File: src/rtl/poly_pkg.sv
// Shared encodings for the polynomial-evaluation actor: opcodes, firing kinds
// and the enable-FSM state encoding, used by FSM2 and the get_command FSM too.
package poly_pkg;

   localparam logic [7:0] OP_STP = 8'd0;
   localparam logic [7:0] OP_EVP = 8'd1;
   localparam logic [7:0] OP_EVB = 8'd2;
   localparam logic [7:0] OP_RST = 8'd3;

   typedef enum logic [1:0] {
      SETUP_INSTR = 2'b00,
      INSTR       = 2'b01
   } fire_kind_e;

   typedef enum logic [2:0] {
      ST_IDLE        = 3'd0,
      ST_SETUP_FIRE  = 3'd1,
      ST_SETUP_WAIT  = 3'd2,
      ST_INSTR_CHECK = 3'd3,
      ST_INSTR_FIRE  = 3'd4,
      ST_INSTR_WAIT  = 3'd5,
      ST_RST_WAIT    = 3'd6,
      ST_HALT        = 3'd7
   } state_e;

   function automatic logic opcode_valid(input logic [7:0] op);
      return op <= OP_RST;
   endfunction

   // A batch of zero still produces one result, so it needs one free slot.
   function automatic logic [4:0] evb_slots(input logic [4:0] batch);
      return (batch == 5'd0) ? 5'd1 : batch;
   endfunction

endpackage

File: src/rtl/poly_actor_enable_fsm.sv
// Enable/invoke controller for the polynomial actor: decides when to fire
// FSM2 (setup or instruction), pulses start_fsm2 and tracks completion.
//
// state          | meaning
// ---------------+-------------------------------------------------------
// ST_IDLE        | waiting for run and a queued command
// ST_SETUP_FIRE  | one-cycle setup (command fetch) request to FSM2
// ST_SETUP_WAIT  | fixed setup_cycles wait, FSM2 gives no done for setup
// ST_INSTR_CHECK | waiting for output space for the decoded opcode
// ST_INSTR_FIRE  | one-cycle instruction request to FSM2
// ST_INSTR_WAIT  | waiting for done_fsm2, bounded by timeout_cycles
// ST_RST_WAIT    | fixed rst_cycles wait after an RST firing
// ST_HALT        | timeout fault, parked until reset
module poly_actor_enable_fsm
   import poly_pkg::*;
#(
   parameter int WORD_SIZE      = 16,
   parameter int SETUP_CYCLES   = 8,
   parameter int RST_CYCLES     = 4,
   parameter int TIMEOUT_CYCLES = 4096
) (
   input  logic                 clk,
   input  logic                 rst,
   input  logic                 run,
   input  logic [WORD_SIZE-1:0] pop_in_fifo_command,
   input  logic [WORD_SIZE-1:0] free_out_result,
   input  logic [7:0]           instr,
   input  logic [4:0]           arg2,
   input  logic                 done_fsm2,
   output logic                 start_fsm2,
   output logic [1:0]           next_instr,
   output logic                 busy,
   output logic [15:0]          fire_count,
   output logic                 bad_opcode,
   output logic                 timeout_err
);

   localparam logic [15:0] SETUP_TC   = 16'(SETUP_CYCLES - 1);
   localparam logic [15:0] RST_TC     = 16'(RST_CYCLES - 1);
   localparam logic [15:0] TIMEOUT_TC = 16'(TIMEOUT_CYCLES - 1);

   state_e     state_q, state_d;
   logic [15:0] cnt_q, cnt_d, cnt_inc;
   logic        is_rst_q, is_rst_d;
   logic        start_q;
   fire_kind_e  next_instr_q;
   logic        busy_q;
   logic [15:0] fire_count_q;
   logic        bad_opcode_q;
   logic        timeout_err_q;

   logic        fire_done;
   logic        set_bad;
   logic        set_timeout;
   logic        space_ok;

   assign cnt_inc = (cnt_q == 16'hFFFF) ? cnt_q : cnt_q + 16'd1;

   always_comb begin
      space_ok = 1'b0;
      case (instr)
         OP_STP, OP_EVP: space_ok = (free_out_result != '0);
         OP_EVB:         space_ok = (free_out_result >= WORD_SIZE'(evb_slots(arg2)));
         OP_RST:         space_ok = 1'b1;
         default:        space_ok = 1'b0;
      endcase
   end

   always_comb begin
      state_d     = state_q;
      cnt_d       = cnt_q;
      is_rst_d    = is_rst_q;
      fire_done   = 1'b0;
      set_bad     = 1'b0;
      set_timeout = 1'b0;
      case (state_q)
         ST_IDLE: begin
            if (run && (pop_in_fifo_command != '0)) state_d = ST_SETUP_FIRE;
         end
         ST_SETUP_FIRE: begin
            state_d = ST_SETUP_WAIT;
            cnt_d   = 16'd0;
         end
         ST_SETUP_WAIT: begin
            if (cnt_q == SETUP_TC) state_d = ST_INSTR_CHECK;
            else                   cnt_d   = cnt_inc;
         end
         ST_INSTR_CHECK: begin
            if (!opcode_valid(instr)) begin
               // Unknown opcode: the command is dropped, not retried.
               set_bad = 1'b1;
               state_d = ST_IDLE;
            end else if (space_ok) begin
               state_d  = ST_INSTR_FIRE;
               is_rst_d = (instr == OP_RST);
            end
         end
         ST_INSTR_FIRE: begin
            state_d = is_rst_q ? ST_RST_WAIT : ST_INSTR_WAIT;
            cnt_d   = 16'd0;
         end
         ST_INSTR_WAIT: begin
            if (done_fsm2) begin
               state_d   = ST_IDLE;
               fire_done = 1'b1;
            end else if (cnt_q == TIMEOUT_TC) begin
               state_d     = ST_HALT;
               set_timeout = 1'b1;
            end else begin
               cnt_d = cnt_inc;
            end
         end
         ST_RST_WAIT: begin
            if (cnt_q == RST_TC) begin
               state_d   = ST_IDLE;
               fire_done = 1'b1;
            end else begin
               cnt_d = cnt_inc;
            end
         end
         ST_HALT: state_d = ST_HALT;
         default: state_d = ST_IDLE;
      endcase
   end

   // Outputs are derived from the next state so they line up with the state register.
   always_ff @(posedge clk or negedge rst) begin
      if (!rst) begin
         state_q       <= ST_IDLE;
         cnt_q         <= 16'd0;
         is_rst_q      <= 1'b0;
         start_q       <= 1'b0;
         next_instr_q  <= SETUP_INSTR;
         busy_q        <= 1'b0;
         fire_count_q  <= 16'd0;
         bad_opcode_q  <= 1'b0;
         timeout_err_q <= 1'b0;
      end else begin
         state_q  <= state_d;
         cnt_q    <= cnt_d;
         is_rst_q <= is_rst_d;
         start_q  <= (state_d == ST_SETUP_FIRE) || (state_d == ST_INSTR_FIRE);
         if (state_d == ST_SETUP_FIRE)      next_instr_q <= SETUP_INSTR;
         else if (state_d == ST_INSTR_FIRE) next_instr_q <= INSTR;
         busy_q        <= (state_d != ST_IDLE) && (state_d != ST_HALT);
         fire_count_q  <= fire_count_q + 16'(fire_done);
         bad_opcode_q  <= bad_opcode_q | set_bad;
         timeout_err_q <= timeout_err_q | set_timeout;
      end
   end

   assign start_fsm2  = start_q;
   assign next_instr  = next_instr_q;
   assign busy        = busy_q;
   assign fire_count  = fire_count_q;
   assign bad_opcode  = bad_opcode_q;
   assign timeout_err = timeout_err_q;

endmodule

File: config.mk
export PLATFORM = sky130hd
export DESIGN_NAME = poly_actor_enable_fsm
export DESIGN_NICKNAME = d
export VERILOG_FILES = /design/src/rtl/poly_pkg.sv /design/src/rtl/poly_actor_enable_fsm.sv
export SDC_FILE = /design/constraint.sdc
export NUM_CORES = 1
export LEC_CHECK = 0
export BUFFER_PORTS_ARGS = -buffer_cell sky130_fd_sc_hd__buf_4
export CORE_ASPECT_RATIO = 0.75
export CORE_MARGIN = 3
export CORE_UTILIZATION = 35
export CTS_BUF_LIST = sky130_fd_sc_hd__clkbuf_16
export CTS_CLUSTER_SIZE = 12
export DETAILED_ROUTE_END_ITERATION = 6
export PLACE_DENSITY = 0.59
export RECOVER_POWER = 50
export SKIP_LAST_GASP = 1
export SLEW_MARGIN = 20
export SYNTH_ARGS = -nofsm -noshare
export SYNTH_HDL_FRONTEND = slang
export SYNTH_SLANG_ARGS = --single-unit
File: constraint.sdc
create_clock -name clk -period 7.6 [get_ports clk]
set_clock_uncertainty 0.05 [all_clocks]
set_input_delay 1.14 -clock clk [delete_from_list [all_inputs] [get_ports clk]]
set_output_delay 1.14 -clock clk [all_outputs]
set_load 0.02 [all_outputs]
==> results.cfg <==
[finish]
layout_commonest_cell = buf_4
nets = 382
drive_above_1_share_pct = 23.9
synthToLayoutAreaGrowth_pct = 30.9
final_cell_mix = 60 x buf_4, 41 x dfrtp_1, 22 x inv_1
diodes = 0
fin_util_pct = 48.5
stdcell_count = 407
fill_cells = 633

[clock_tree]
path_clk_slew_ns = 0.06
postCtsHoldBufs = 0
cts_resized = 0
post_cts_buffers = 0
clock_latency_ns = 0.28
cts_tree = built
cts_root_buf = clkbuf_16
htreeDepth = 2
cts_max_path_buffers = 2
numCtsBuffers = 5
cts_sinks = 41

[timing]
holdWs_ns = 0.406
period_needed_ns = 3.24
period_share_pct = 42.6
hold_viol = 0
rsz0062_at_grt = no
drv_slew = 42
tns_ns = 0
fmax_ghz = 0.309
finalSetupViolCount = 0
max_slew.worst_pin.slew_ns = 2.25
max_slew_margin_pct = -49.7

[floorplanning]
die_x_um = 101
core_area_um2 = 6440
start_util_pct = 37.1
die_area_um2 = 7870
die_h_um = 77.6
rows = 25
io_pins = 71

[grt]
grtUsageMet2_pct = 21.6
use_met1_pct = 23.2
first_global_vias = 2034
grt_overflow = 0
busiest_layer = met1
antenna_found_initial = 0
grt_pass1_wl_mm = 9.58
track_usage_pct = 15.2
grt_max_degree = 42
use_met3_pct = 3.41

[synth]
postSynthCellCount = 257
synth_edf_count = 0
avgSynthCellArea_um2 = 9.30
async_reset_ff_share_pct = 100
syn-num-nets = 314
ys.flop_type = dfrtp_1
ys_types = 49
synth.top_cell.area_share_pct = 42.9
yosysTopAreaCell = dfrtp_1
yosysSeqAreaShare_pct = 42.9
synthTopCellsByArea = dfrtp_1 43%, ha_1 4.2%, xnor2_1 4.0%, inv_1 3.5%, nand2_1 3.0%
syn-cell-area_um2 = 2390
ys_seq_elements = 41
yosysWarnings = 0

[routing]
ant_nets = 0
wl_mm = 5.70
firstDrtPassIters = 4
drt_iter0_drc = 121
via_per_inst = 5.22
drc = 0
dr_total_vias = 2126
wl_per_cell_um = 14.0

[flow_run]
maxCapViolations = 1

[status]
outcome = complete, but fails checks
violations = max-capacitance violations, max-slew violations

[worst_setup_path]
required_ns = 7.76
worstPathArrival_ns = 3.39
criticalPathCategory = register to register
crit_fanout = 5
start_kind = register
cp-end-kind = register

[power]
vdd_drop_max_v = 0.0000957
power_density_nw_per_um2 = 252
leakage_uw = 0.00149

[placement]
gp_congestion = 0.795
port_buffers = 69
dpl.hpwl_mm = 4.44
placed_cells = 399

[hold_path]
min_path_type = register to register
[layer usage]
| layer | vias up | wire, µm |
|---|---|---|
| li1 | 1070 | - |
| met1 | 998 | 2930 |
| met2 | 53 | 2430 |
| met3 | 5 | 297 |
| met4 | 0 | 50 |
| met5 | - | 0 |
[Yosys cell counts, types with 7 or more instances]
cell type and count:
nand3_1 12, nand2_1 19, xnor2_1 11, nor4_1 9
nand4_1 11, ha_1 8, dfrtp_1 41, o21ai_0 7
inv_1 22, and2_1 9, nor2_1 13, and3_1 7
a21oi_1 13
[per-stage QoR]
step | setup slack [ns] | area, µm² | power, µW
final | 4.36 | 3130 | 790
after global routing | 4.14 | 3130 | 847
after floorplan | 4.43 | 2390 | 454
after detailed placement | 4.19 | 2970 | 521
after global placement | 4.25 | 2970 | 522
after CTS | 4.34 | 3160 | 803
[final timing paths]
path | slack [ns] | depth (start not counted) | startpoint | end
worst max-delay path | 4.36 | 11 | cnt_q[0]$_DFFE_PN0P_ | fire_count[14]$_DFF_PN0_
worst min-delay path | 0.41 | 1 | bad_opcode$_DFF_PN0_ | bad_opcode$_DFF_PN0_
worst max register to register | 4.36 | 11 | cnt_q[0]$_DFFE_PN0P_ | fire_count[14]$_DFF_PN0_
worst min register to register | 0.41 | 1 | bad_opcode$_DFF_PN0_ | bad_opcode$_DFF_PN0_
max in group asynchronous | 4.75 | 1 | rst | cnt_q[1]$_DFFE_PN0P_
min in group asynchronous | 1.47 | 1 | rst | fire_count[4]$_DFF_PN0_
[power breakdown]
group	internal, µW	switching [µW]	leakage (µW)
Sequential	247	34.9	0.000549
Clock	189	86.9	0.0000944
Combinational	94.5	138	0.000842
Total	531	259	0.00149
[final cells by class]
cell class,instances,area (µm²),share of cell area (%)
Multi-Input combinational cell,185,1230,39.4
Sequential cell,41,1030,32.8
Timing Repair Buffer,70,492,15.7
Clock buffer,5,125,4.00
Tap cell,81,101,3.24
Inverter,22,82.6,2.64
Clock inverter,3,68.8,2.20
[registers in the layout, summed over array words and instances (netlist names)]
signal	flops
timeout_err	1
cnt_q	16
is_rst_q	1
fire_count	16
start_fsm2	1
next_instr	1
state_q	3
bad_opcode	1
busy	1
[cells by family after synthesis]
family                   Yosys count  synth area share, %
XOR/XNOR                          15                 5.50
other                              1                0.157
buffers and inverters             31                 5.50
flip-flops                        41                 42.9
AO/OA/AOI/OAI                     57                 17.5
multiplexers                       2                0.890
adder cells (fa/ha/maj)            8                 4.19
AND/OR/NAND/NOR                  102                 23.4
[worst max-delay path: stages (launching register included)]
cell and delay, ns:
dfrtp_1 0.38, ha_1 0.21, or4b_1 0.45, or4_4 0.59, o21ai_2 0.16, and2_1 0.15
ha_1 0.21, ha_1 0.24, nand2_1 0.10, or2_2 0.34, nor2_1 0.14, xor2_1 0.15
Power figures use the tool's default switching activity.
